[src/rtl/mc_control_fsm.sv]
// Multi-cycle MIPS32 control sequencer: walks fetch/decode/execute/memory/
// writeback states per opcode and drives every datapath select and enable.
// Memory states stall on mem_ready so one memory serves instructions and data.
//
// state    | meaning
// ---------+---------------------------------------------------------------
// IDLE     | after reset, all outputs quiet
// FETCH    | read instruction at PC, PC+4 -> PC and IR load on mem_ready
// DECODE   | precompute branch target, dispatch on opcode
// MEMADDR  | compute A + sign-extended imm for lw/sw
// MEMREAD  | data read at ALUOut, wait for mem_ready
// MEMWB    | write MDR into rt
// MEMWRITE | data write at ALUOut, wait for mem_ready
// EXEC     | R-type ALU operation on A, B with funct
// RWB      | write ALUOut into rd
// BRANCH   | compare A - B, load branch target if zero
// JUMP     | load jump target into PC
// ADDIEX   | A + sign-extended imm
// ADDIWB   | write ALUOut into rt
module mc_control_fsm #(
    parameter int STATE_W = 4
) (
    input  logic               clk,
    input  logic               rst,
    input  logic [5:0]         opcode,
    input  logic               mem_ready,
    output logic               pc_write,
    output logic               pc_write_cond,
    output logic               iord,
    output logic               mem_read,
    output logic               mem_write,
    output logic               ir_write,
    output logic               mem_to_reg,
    output logic               reg_dst,
    output logic               reg_write,
    output logic               alu_src_a,
    output logic [1:0]         alu_src_b,
    output logic [1:0]         alu_op,
    output logic [1:0]         pc_source,
    output logic               illegal_op,
    output logic [STATE_W-1:0] state
);

    localparam logic [5:0] OP_RTYPE = 6'b000000;
    localparam logic [5:0] OP_LW    = 6'b100011;
    localparam logic [5:0] OP_SW    = 6'b101011;
    localparam logic [5:0] OP_BEQ   = 6'b000100;
    localparam logic [5:0] OP_J     = 6'b000010;
    localparam logic [5:0] OP_ADDI  = 6'b001000;

    localparam logic [STATE_W-1:0] S_IDLE     = STATE_W'(0);
    localparam logic [STATE_W-1:0] S_FETCH    = STATE_W'(1);
    localparam logic [STATE_W-1:0] S_DECODE   = STATE_W'(2);
    localparam logic [STATE_W-1:0] S_MEMADDR  = STATE_W'(3);
    localparam logic [STATE_W-1:0] S_MEMREAD  = STATE_W'(4);
    localparam logic [STATE_W-1:0] S_MEMWB    = STATE_W'(5);
    localparam logic [STATE_W-1:0] S_MEMWRITE = STATE_W'(6);
    localparam logic [STATE_W-1:0] S_EXEC     = STATE_W'(7);
    localparam logic [STATE_W-1:0] S_RWB      = STATE_W'(8);
    localparam logic [STATE_W-1:0] S_BRANCH   = STATE_W'(9);
    localparam logic [STATE_W-1:0] S_JUMP     = STATE_W'(10);
    localparam logic [STATE_W-1:0] S_ADDIEX   = STATE_W'(11);
    localparam logic [STATE_W-1:0] S_ADDIWB   = STATE_W'(12);

    logic [STATE_W-1:0] next_state;

    // State register; reset wins over any in-flight instruction or memory wait.
    always_ff @(posedge clk) begin
        if (rst) state <= S_IDLE;
        else     state <= next_state;
    end

    // Next-state selection; unused encodings fall back to IDLE.
    always_comb begin
        next_state = S_IDLE;
        case (state)
            S_IDLE:     next_state = S_FETCH;
            S_FETCH:    next_state = mem_ready ? S_DECODE : S_FETCH;
            S_DECODE: begin
                case (opcode)
                    OP_RTYPE:     next_state = S_EXEC;
                    OP_LW, OP_SW: next_state = S_MEMADDR;
                    OP_BEQ:       next_state = S_BRANCH;
                    OP_J:         next_state = S_JUMP;
                    OP_ADDI:      next_state = S_ADDIEX;
                    default:      next_state = S_FETCH;
                endcase
            end
            // opcode is held by the IR here, so anything not lw is treated as sw
            S_MEMADDR:  next_state = (opcode == OP_LW) ? S_MEMREAD : S_MEMWRITE;
            S_MEMREAD:  next_state = mem_ready ? S_MEMWB : S_MEMREAD;
            S_MEMWB:    next_state = S_FETCH;
            S_MEMWRITE: next_state = mem_ready ? S_FETCH : S_MEMWRITE;
            S_EXEC:     next_state = S_RWB;
            S_RWB:      next_state = S_FETCH;
            S_BRANCH:   next_state = S_FETCH;
            S_JUMP:     next_state = S_FETCH;
            S_ADDIEX:   next_state = S_ADDIWB;
            S_ADDIWB:   next_state = S_FETCH;
            default:    next_state = S_IDLE;
        endcase
    end

    // Datapath controls; everything defaults to 0 so idle states stay quiet.
    always_comb begin
        pc_write      = 1'b0;
        pc_write_cond = 1'b0;
        iord          = 1'b0;
        mem_read      = 1'b0;
        mem_write     = 1'b0;
        ir_write      = 1'b0;
        mem_to_reg    = 1'b0;
        reg_dst       = 1'b0;
        reg_write     = 1'b0;
        alu_src_a     = 1'b0;
        alu_src_b     = 2'b00;
        alu_op        = 2'b00;
        pc_source     = 2'b00;
        illegal_op    = 1'b0;
        case (state)
            S_FETCH: begin
                mem_read  = 1'b1;
                alu_src_b = 2'b01;
                // PC and IR only load once the instruction word is actually there
                pc_write  = mem_ready;
                ir_write  = mem_ready;
            end
            S_DECODE: begin
                alu_src_b = 2'b11;
                case (opcode)
                    OP_RTYPE, OP_LW, OP_SW, OP_BEQ, OP_J, OP_ADDI: illegal_op = 1'b0;
                    default:                                      illegal_op = 1'b1;
                endcase
            end
            S_MEMADDR, S_ADDIEX: begin
                alu_src_a = 1'b1;
                alu_src_b = 2'b10;
            end
            S_MEMREAD: begin
                mem_read = 1'b1;
                iord     = 1'b1;
            end
            S_MEMWB: begin
                reg_write  = 1'b1;
                mem_to_reg = 1'b1;
            end
            S_MEMWRITE: begin
                mem_write = 1'b1;
                iord      = 1'b1;
            end
            S_EXEC: begin
                alu_src_a = 1'b1;
                alu_op    = 2'b10;
            end
            S_RWB: begin
                reg_write = 1'b1;
                reg_dst   = 1'b1;
            end
            S_BRANCH: begin
                alu_src_a     = 1'b1;
                alu_op        = 2'b01;
                pc_write_cond = 1'b1;
                pc_source     = 2'b01;
            end
            S_JUMP: begin
                pc_write  = 1'b1;
                pc_source = 2'b10;
            end
            S_ADDIWB: begin
                reg_write = 1'b1;
            end
            default: ;
        endcase
    end

endmodule

[config.mk]
export PLATFORM = sky130hd
export DESIGN_NAME = mc_control_fsm
export DESIGN_NICKNAME = d
export VERILOG_FILES = /design/src/rtl/mc_control_fsm.sv
export SDC_FILE = /design/constraint.sdc
export NUM_CORES = 1
export LEC_CHECK = 0
export CAP_MARGIN = 30
export CORE_UTILIZATION = 38
export CTS_BUF_LIST = sky130_fd_sc_hd__clkbuf_4 sky130_fd_sc_hd__clkbuf_8 sky130_fd_sc_hd__clkbuf_16
export DETAILED_ROUTE_END_ITERATION = 12
export MAX_ROUTING_LAYER = met4
export PLACE_DENSITY = 0.9
export SLEW_MARGIN = 20
export SYNTH_ARGS = -nofsm -noshare
export SYNTH_HDL_FRONTEND = slang
export SYNTH_SLANG_ARGS = --single-unit
[constraint.sdc]
create_clock -name clk -period 1.6 [get_ports clk]
set_input_delay 0.24 -clock clk [delete_from_list [all_inputs] [get_ports clk]]
set_output_delay 0.24 -clock clk [all_outputs]
set_load 0.02 [all_outputs]
## Word-level counts from Yosys, hierarchy flattened

Index checks and enable logic that the tools add are counted.

- Register bits: 4
- Input bits: 9
- Word-level logic and storage cells: 49

- Equal/unequal tests: 17
- Multiplexer cells: 21
- Reduce and logical (&&, ||, !) cells: 10

Operators by type and width:

| cell | count |
|---|---|
| $pmux W4 S8 | 1 |
| $eq A4 B4 Y1 const B | 5 |
| $pmux W4 S5 | 1 |
| $eq A4 B3 Y1 const B | 4 |
| $eq A6 B6 Y1 const B | 2 |
| $mux W1 | 12 |
| $reduce_or A6 Y1 | 2 |
| $eq A4 B2 Y1 const B | 2 |
| $pmux W2 S2 | 2 |
| $reduce_or A2 Y1 | 4 |
| $eq A6 B2 Y1 const B | 1 |
| $eq A6 B3 Y1 const B | 1 |
| $eq A6 B4 Y1 const B | 1 |
| $logic_not A6 Y1 | 1 |
| $pmux W2 S3 | 1 |
| $eq A4 B1 Y1 const B | 1 |
| $logic_not A4 Y1 | 1 |
| $mux W2 | 2 |
| $reduce_or A4 Y1 | 1 |
| $mux W3 | 1 |
| $reduce_or A3 Y1 | 1 |
| $pmux W1 S2 | 1 |

## Depth between registers and ports, before layout

Gate-level depths: netlist of run 1.

- Word-level depth: 4
- Gate-level depth with buffers: 5

## Least setup slack after synthesis of run 1

No wires, ideal clock.

- Kind: flip-flop to output port
- From: register state[0]
- To: output port alu_op[0]
- Data arrival time: 1.542 ns
- Data required time: 1.360 ns
- Slack: -0.182 ns
- Stages on the path, launching flop included: 5
- Path through: dfxtp_1 clkbuf_1 nand2b_1 nor2_1 buf_4

- Longest elaborated chain between the ends: 2
- Elaborated cells between the ends (all ways): 3
- Classes of those cells: 2 x eq/ne; 1 x mux

Ends and longest elaborated chain:

| element | line | RTL |
|---|---|---|
| from (decl) | 41 | `output logic [STATE_W-1:0] state` |
| from (signal assigned) | 70 | `else state <= next_state;` |
| $eq A4 B4 Y1 / $eq A4 B3 Y1 (equally long branches) | 120 | `case (state)` |
| $pmux W2 S2 (*) | 120 |  |
| to (decl) | 38 | `output logic [1:0] alu_op,` |

Mark *: on every way between the ends. The rest lies on a longest branch, timed or not.

## Final worst setup path of run 1

- From: register state[2]
- To: register state[2]

- Longest elaborated chain between the ends: 3
- Elaborated cells between the ends (all ways): 15
- Classes of those cells: 12 x eq/ne; 1 x mux; 2 x reduce/logical

Ends and longest elaborated chain:

| element | line | RTL |
|---|---|---|
| $eq A4 B4 Y1 (tied with other cells) | 76 | `case (state)` |
| $reduce_or A6 Y1 (no line) | - |  |
| $pmux W4 S8 (*) | 76 |  |

Marks and branches as above.
A chain may end at the register's enable or synchronous reset.

==> metrics.csv, run 1 <==
metric;value;unit
fill count;90;
Die Footprint;1620;sq um
CP Capture Type;flip-flop;
num ports;30;
routed wl met2;1100;um
die width;40.2;um
fin. max-slew vios;0;
Setup Skew;0.00268;ns
Final Critical Period;1.55;ns
ANT nets after route;0;
Synth cell types;33;
Worst-path clk slew;0.04;ns
HPWL Detailed;1580;um
first-pass iteration count of the detailed router;4;
VDD IR-drop max;0.372;mV
Yosys top cell area share;0.144;
CP startpoint kind;flip-flop;
Bufs on Longest Clock Path;2;
max reg flops;4;
Mapped Area;556;sq um
syn_nets;92;
Placed Instances;151;
Storage cell area;90.1;sq um
Post-synth EDFFs;0;
via count;839;
nets@finish;152;
Mapped Avg Cell Area;6.69;sq um
Slew HR;0.829;
CTS tree;built;
Core Rows;13;
Worst Path Required;1.74;ns
Clk Latency, worst-skew pair;0.23;ns
GPL Wtd Cong;0.869;
ANT cells;0;
Regs by FF count;state: 4 flops;
Max stage delay on crit path;0.47;ns
met1 WL;731;um
Remaining Overflow, GRT;0;
Tightest Pin Transition;0.255;ns
slowest CP cell;or4_4;
Post-Syn Instances;83;
# H-tree levels;1;
# port buffers;29;
Seq cells post-synth;4;
final worst-path cycle share;0.968;
Iter 0 DRT Violations;11;
Biggest register;state;
commonest cells in the synthesized netlist;15 x nor2_1, 6 x a21oi_1, 6 x nand2_1, 6 x nor3_1;
Worst path top cell family by delay;simple AND/OR/NAND/NOR gates;
Setup Crit Path Kind;reg -> reg;
vias in the first global route;726;
Hold Path Class;in -> reg;
Sink Count;4;
DR WL/cell;12.7;um
Die Y;40.2;um
Post-Layout Cell Count;156;
FF-to-FF Start;state[2];
total CTS buffers;3;
async set or reset register ratio after synthesis;0;
cell breakdown of the critical path;buf_6 -> nor2_8 -> nand2b_4 -> buf_4 -> or4_4 -> a211oi_2;
All-Layer GR Usage;0.259;
routed wl met3;143;um
top-count cell post-synth;nor2_1;
Final Core Density;0.827;
Setup crit start;state[2];
highest metal used;met4;
# DRC;0;
RSZ-0062 raised after global routing;true;
synth top area cells;dfxtp_1 14%, nor2_1 10%, nand2b_1 5.6%, a21oi_1 5.4%, nor3_1 5.4%;
final hold vios;0;
core area;1330;sq um
Multi-input gate area;444;sq um
final setup fails;0;
Yosys Warn Count;0;
root buffer cell;clkbuf_4;
status;complete, no violations;
DR vias/cell;5.38;
share of cells above drive strength 1;0.397;
pwr/cell area;482;nW/um^2
Post-Route WL;1980;um
initial core utilization;0.417;
Data arrival, critical path;1.69;ns
fmax;646;MHz
hold path startpoint;opcode[3];
max_cap viols;0;
register area share after synthesis;0.144;
CP bufs+invs;2;
Main synth FF type;dfxtp_1;
first-pass GRT wire length;2800;um
initial antenna violation count;0;
area leader, netlist;dfxtp_1;
largest net degree at the start of global routing;9;
CP Max Fanout;5;
area grow syn2layout;98.6;%
Pleak;0.560;nW
-- layer usage --
layer	global-route usage	vias to the layer above
met5	-	-
met4	0.0417	0
met1	0.215	377
met3	0.0444	2
met2	0.573	47
li1	-	413
-- worst paths after layout --
path / cells past startpoint / end / slack [ns]
hold reg to reg: 3 / state[3] / 0.70
setup / recovery: 6 / state[2] / 0.05
hold / removal: 4 / state[2] / 0.49
setup reg to reg: 6 / state[2] / 0.05
-- area by class of cell --
class	instances	area share
repair buffers	62	0.472
flip-flops and latches	4	0.0816
well taps	15	0.0170
clock buffers	3	0.0204
multi-input cells	70	0.402
inverters	2	0.00680
-- kinds of logic after synthesis --
group | count (synthesis) | synth area share
XOR/XNOR | 2 | 0.0315
flip-flops | 4 | 0.144
AND/OR/NAND/NOR | 47 | 0.491
AO/OA/AOI/OAI | 21 | 0.252
buffers and inverters | 9 | 0.0811
-- through the flow --
stage / power (mW) / setup WS, ns / hold slack [ns] / area, sq um / setup TNS, ns
finish: 0.532 / 0.0514 / 0.490 / 1100 / 0
global route: 0.566 / -0.0120 / 0.533 / 1100 / -0.0134
CTS: 0.534 / 0.0000279 / 0.684 / 1080 / 0
detailed placement: 0.423 / -0.458 / 0.733 / 1080 / -2.32
global placement: 0.410 / -0.411 / 0.710 / 1080 / -1.75
floorplan: 0.260 / -0.0198 / 0.312 / 561 / -0.0346
-- placed cells by master, fill, tap and decap left out, drive strengths merged, types with 3 or more instances in the layout --
| cell | synthesis | layout |
|---|---|---|
| buf | 5 | 36 |
| nor2 | 16 | 16 |
| clkdlybuf4s50 | 0 | 7 |
| dlygate4sd2 | 0 | 7 |
| nand2b | 7 | 7 |
| clkbuf | 2 | 7 |
| nor3 | 6 | 6 |
| nand2 | 6 | 6 |
| a21oi | 6 | 6 |
| clkdlybuf4s15 | 0 | 5 |
| o21ai | 5 | 5 |
| dfxtp | 4 | 4 |
| nor2b | 3 | 3 |
| dlymetal6s2s | 0 | 3 |
-- worst min-delay path, stage by stage --
cell and delay, ns:
dlymetal6s2s_1 0.12, buf_4 0.15, or4_4 0.12, a211oi_2 0.05
-- power by group --
part / internal [mW] / switching [mW]
combinational: 0.144 / 0.143
sequential: 0.107 / 0.0157
clock: 0.0838 / 0.0390
total: 0.334 / 0.198
-- timing repair --
action                                  in CTS  in global routing
buffers inserted                             0                  2
hold buffers                                 0                  0
endpoints found under the setup margin      20                 14
pin swaps                                    0                  6
resized for setup                           36                 22
Note: power is estimated with default switching activity, not from simulation.
==> run 2: changes to the inputs <==
Settings changed: CORE_UTILIZATION 38 to 40, PLACE_DENSITY 0.9 to 0.93.
Clock period 1.6 ns to 1.9 ns, I/O delays scaled along.
==> metrics.csv, run 2 (same netlist as run 1, synthesis figures left out) <==
metric;value;unit;change
status;complete, no violations;;unchanged
worst slack, placed;-0.256;ns;was -0.458 ns
Die Footprint;1540;sq um;was 1620 sq um
DR vias/cell;5.37;;was 5.38
# port buffers;29;;unchanged
Sink Count;4;;unchanged
Worst Path Required;1.62;ns;was 1.74 ns
All-Layer GR Usage;0.263;;was 0.259
Clk Latency, worst-skew pair;0.23;ns;about the same
Hold WS;0.700;ns;was 0.490 ns
CP Capture Type;output port;;was flip-flop
worst setup margin;0.138;ns;was 0.0514 ns
Die Y;39.3;um;was 40.2 um
max reg flops;4;;unchanged
via count;752;;was 839
post-CTS setup buffer count;0;;unchanged
Core Rows;13;;unchanged
die width;39.3;um;was 40.2 um
Regs by FF count;state: 4 flops;;unchanged
Iter 0 DRT Violations;9;;was 11
Setup Skew;0.00414;ns;was 0.00268 ns
max_cap viols;0;;unchanged
vias in the first global route;676;;was 726
Final Critical Period;1.76;ns;
Biggest register;state;;unchanged
# H-tree levels;1;;unchanged
fin. max-slew vios;0;;unchanged
# DRC;0;;unchanged
num ports;30;;unchanged
core area;1300;sq um;was 1330 sq um
VDD IR-drop max;0.328;mV;was 0.372 mV
Placed Instance Area;955;sq um;was 1080 sq um
Remaining Overflow, GRT;0;;unchanged
first-pass iteration count of the detailed router;4;;unchanged
CP Max Fanout;10;;was 5
Data arrival, critical path;1.48;ns;was 1.69 ns
HPWL Detailed;1390;um;was 1580 um
share of cells above drive strength 1;0.240;;was 0.397
root buffer cell;clkbuf_4;;unchanged
nets@finish;136;;was 152
GPL Wtd Cong;0.933;;was 0.869
ANT cells;0;;unchanged
Pleak;0.480;nW;was 0.560 nW
first-pass GRT wire length;2740;um;was 2800 um
Post-Layout Cell Count;140;;was 156
initial antenna violation count;0;;unchanged
ANT nets after route;0;;unchanged
Bufs on Longest Clock Path;2;;unchanged
commonest non-fill, non-tap cell in the layout;buf_4;;unchanged
Final Cell Area;956;sq um;was 1100 sq um
Tightest Pin Transition;0.253;ns;was 0.255 ns
initial core utilization;0.427;;was 0.417
most frequent cells in the layout;17 x buf_4, 15 x nor2_1, 14 x dlygate4sd2_1;;was 32 x buf_4, 13 x nor2_1, 7 x clkdlybuf4s50_1, 7 x dlygate4sd2_1
total CTS buffers;3;;unchanged
CP startpoint kind;flip-flop;;unchanged
CTS tree;built;;unchanged
final worst-path cycle share;0.928;;
RSZ-0062 raised after global routing;false;;was true
Post-Route WL;1740;um;was 1980 um
Worst-path clk slew;0.04;ns;about the same
Placed Instances;137;;was 151
Slew HR;0.830;;was 0.829
final setup fails;0;;unchanged
fmax;567;MHz;
DR WL/cell;12.4;um;was 12.7 um
pwr/cell area;443;nW/um^2;was 482 nW/um^2
Setup Crit Path Kind;reg -> out;;was reg -> reg
Hold Path Class;reg -> reg;;was in -> reg
area grow syn2layout;72.1;%;was 98.6%
largest net degree at the start of global routing;11;;was 9
final hold vios;0;;unchanged
Setup TNS;0;ns;unchanged
-- run 2: routing by layer --
layer  up-vias  share of wire  track usage
li1        383              -            -
met1       323           0.38        0.264
met2        44           0.53        0.517
met3         2          0.080       0.0341
met4         0         0.0092       0.0862
met5         -              0            -
-- run 2: power breakdown --
part / switching (mW) / internal [mW]
sequential: 0.0134 / 0.0918
clock: 0.0325 / 0.0705
combinational: 0.110 / 0.106
-- run 2: area by class of cell --
| cell class | count | area (sq um) |
|---|---|---|
| inverter | 2 | 7.51 |
| tap | 15 | 18.8 |
| sequential | 4 | 83.8 |
| multi-input combinational | 70 | 430 |
| timing repair buffer | 46 | 393 |
| clock buffer | 3 | 22.5 |
| fill | 119 | 345 |
-- run 2: metrics by stage --
step | utilization | total power [mW]
2_1_floorplan | - | 0.217
3_3_place_gp | 0.734 | 0.326
3_5_place_dp | 0.734 | 0.334
4_1_cts | 0.738 | 0.424
5_1_grt | 0.735 | 0.453
6_report | 0.735 | 0.424
-- run 2: repair_timing --
| action | CTS | global route |
|---|---|---|
| setup endpoints to repair | 16 | 3 |
| resized for setup | 19 | 5 |
| hold buffers | 0 | 0 |
| pin swaps | 0 | 0 |
-- run 2: worst paths after layout --
check        depth (start not counted)  slack (ns)        to  startpoint
max                                  2        0.14  state[2]    state[2]
max reg2reg                          5        0.32  state[2]    state[3]
min                                  3        0.70  state[3]    state[1]
min reg2reg                          3        0.70  state[3]    state[1]
-- run 2: worst max-delay path, stage by stage, from the launching register on --
cell,delay [ns]
dfxtp_2,0.43
buf_4,0.20
clkdlybuf4s50_1,0.61
==> run 3: changes to the inputs <==
Settings changed: ABC_AREA from default to 1, CORE_AREA from default to 4 4 41 43, CORE_UTILIZATION 40 to default, CTS_BUF_LIST sky130_fd_sc_hd__clkbuf_4 sky130_fd_sc_hd__clkbuf_8 sky130_fd_sc_hd__clkbuf_16 to sky130_fd_sc_hd__clkbuf_4, DIE_AREA from default to 0 0 45 47, PLACE_DENSITY 0.93 to 0.9.
==> metrics.csv, run 3 <==
metric;value;unit;change
status;complete, no violations;;unchanged
num ports;30;;unchanged
Biggest register;state;;unchanged
DR WL/cell;10.2;um;was 12.4 um
Yosys top cell area share;0.167;;was 0.144
syn_nets;103;;was 92
RSZ-0062 raised after global routing;false;;unchanged
Final Cell Area;841;sq um;was 956 sq um
Synth cell types;15;;was 33
# port buffers;29;;unchanged
pwr/cell area;421;nW/um^2;was 443 nW/um^2
# DRC;0;;unchanged
Die Y;47;um;was 39.3 um
synth top area cells;dfxtp_1 17%, nand2_1 16%, inv_1 14%, nor2_1 13%, nand3_1 9.4%;;was dfxtp_1 14%, nor2_1 10%, nand2b_1 5.6%, a21oi_1 5.4%, nor3_1 5.4%
initial antenna violation count;0;;unchanged
total CTS buffers;3;;unchanged
switching part of the total;0.357;;was 0.367
Post-Route WL;1500;um;was 1740 um
# H-tree levels;1;;unchanged
Sink Count;4;;unchanged
core area;1300;sq um;unchanged
CP startpoint kind;flip-flop;;unchanged
Pleak;0.572;nW;was 0.480 nW
most frequent cells in the layout;20 x nand2_1, 18 x inv_1, 16 x nor2_1;;was 17 x buf_4, 15 x nor2_1, 14 x dlygate4sd2_1
max reg flops;4;;unchanged
Main synth FF type;dfxtp_1;;unchanged
Regs by FF count;state: 4 flops;;unchanged
Clk Latency, worst-skew pair;0.23;ns;about the same
Int Pwr;0.228;mW;was 0.268 mW
Setup Crit Path Kind;reg -> out;;unchanged
initial core utilization;0.368;;was 0.427
post-CTS setup buffer count;0;;unchanged
Post-Syn Instances;94;;was 83
Iter 0 DRT Violations;18;;was 9
vias in the first global route;616;;was 676
fmax;563;MHz;was 567 MHz
register area share after synthesis;0.167;;was 0.144
Die Footprint;2120;sq um;was 1540 sq um
Bufs on Longest Clock Path;2;;unchanged
Core Rows;13;;unchanged
Tightest Pin Transition;0.262;ns;was 0.253 ns
via count;673;;was 752
area grow syn2layout;75.5;%;was 72.1%
commonest non-fill, non-tap cell in the layout;nand2_1;;was buf_4
Post-Layout Cell Count;147;;was 140
CTS tree;built;;unchanged
Setup TNS;0;ns;unchanged
VDD IR-drop max;0.363;mV;was 0.328 mV
Hold Path Class;in -> reg;;was reg -> reg
Slew HR;0.825;;was 0.830
Yosys Warn Count;0;;unchanged
Placed Instance Area;833;sq um;was 955 sq um
nets@finish;143;;was 136
All-Layer GR Usage;0.162;;was 0.263
first-pass GRT wire length;2460;um;was 2740 um
Mapped Avg Cell Area;5.10;sq um;was 6.69 sq um
CP Max Fanout;5;;was 10
die width;45;um;was 39.3 um
Logic pwr share;0.450;;was 0.509
Mapped Area;479;sq um;was 556 sq um
Seq cells post-synth;4;;unchanged
net switching power;0.126;mW;was 0.155 mW
HPWL Detailed;1320;um;was 1390 um
Post-synth EDFFs;0;;unchanged
Final Critical Period;1.78;ns;was 1.76 ns
Placed Instances;144;;was 137
ANT nets after route;0;;unchanged
final worst-path cycle share;0.934;;was 0.928
final setup fails;0;;unchanged
Final Core Density;0.646;;was 0.735
Setup Skew;0.00257;ns;was 0.00414 ns
largest net degree at the start of global routing;6;;was 11
Clock power frac;0.285;;was 0.243
commonest cells in the synthesized netlist;20 x nand2_1, 18 x inv_1, 16 x nor2_1;;was 15 x nor2_1, 6 x a21oi_1, 6 x nand2_1, 6 x nor3_1
area leader, netlist;dfxtp_1;;unchanged
first-pass iteration count of the detailed router;4;;unchanged
max_cap viols;0;;unchanged
Worst Path Required;1.62;ns;about the same
async set or reset register ratio after synthesis;0;;unchanged
share of cells above drive strength 1;0.197;;was 0.240
GPL Wtd Cong;0.841;;was 0.933
root buffer cell;clkbuf_4;;unchanged
DR vias/cell;4.58;;was 5.37
final hold vios;0;;unchanged
Seq pwr share;0.265;;was 0.248
fin. max-slew vios;0;;unchanged
CP Capture Type;output port;;unchanged
Remaining Overflow, GRT;0;;unchanged
ANT cells;0;;unchanged
top-count cell post-synth;nand2_1;;was nor2_1
Worst-path clk slew;0.03;ns;was 0.04 ns
Data arrival, critical path;1.49;ns;was 1.48 ns
[run 3: cell types whose count changed in the layout (fill, tap and decap cells not counted), sizes merged, moves of 3 or more]
cell    previous run  this run
buf               17         8
a21oi              6         2
nor3               6         2
nor2b              3         0
nand3              2         9
inv                2        23
nand2              6        26
nor2              16        19
nand2b             7         0
[run 3: worst paths after layout]
check | endpoint | slack, ns | startpoint | depth (start not counted)
setup / recovery | mem_write | 0.12 | state[2] | 3
hold / removal | state[2] | 0.66 | rst | 2
setup reg to reg | state[0] | 0.69 | state[2] | 8
hold reg to reg | state[3] | 0.71 | state[3] | 5
[run 3: what timing repair did]
item                                    in CTS  in global routing
endpoints found under the hold margin        0                  0
endpoints found under the setup margin      13                  3
hold buffers                                 0                  0
resized for setup                           13                  5
pin swaps                                    0                  0
[run 3: kinds of logic after synthesis]
family	share of synthesized area
buffers and inverters	0.211
AO/OA/AOI/OAI	0.0835
flip-flops	0.167
AND/OR/NAND/NOR	0.538
[run 3: per-layer routing]
layer / track usage / routed length (um)
met5: - / 0
met4: 0.0351 / 0
met3: 0.0345 / 104
met2: 0.288 / 802
met1: 0.184 / 592
[run 3: power by group through the flow]
stage | Combinational [mW] | Sequential (mW) | Clock (mW)
after floorplan | 0.0812 | 0.103 | 0
after global placement | 0.167 | 0.0950 | 0
after detailed placement | 0.171 | 0.0951 | 0
after CTS | 0.160 | 0.0939 | 0.106
after global routing | 0.174 | 0.0944 | 0.113
final | 0.159 | 0.0939 | 0.101
[run 3: final cells by class]
cell class              instances  area [sq um]
multi-input cells              65           298
flip-flops and latches          4          80.1
repair buffers                 37           335
inverters                      23          86.3
well taps                      15          18.8
clock buffers                   3          22.5
fillers                       132           460
[run 3: per-stage QoR]
step	hold WS (ns)	setup slack, ns	power [mW]
2_1_floorplan	0.354	0.282	0.184
3_3_place_gp	0.687	-0.213	0.262
3_5_place_dp	0.704	-0.257	0.266
4_1_cts	0.657	0.00935	0.360
5_1_grt	0.659	0.0323	0.381
6_report	0.658	0.125	0.354
[run 3: critical path, stage by stage, from the launching register on]
cell and delay [ns]:
dfxtp_1 0.40, nand2_2 0.12, nor2_2 0.13, clkdlybuf4s50_1 0.61
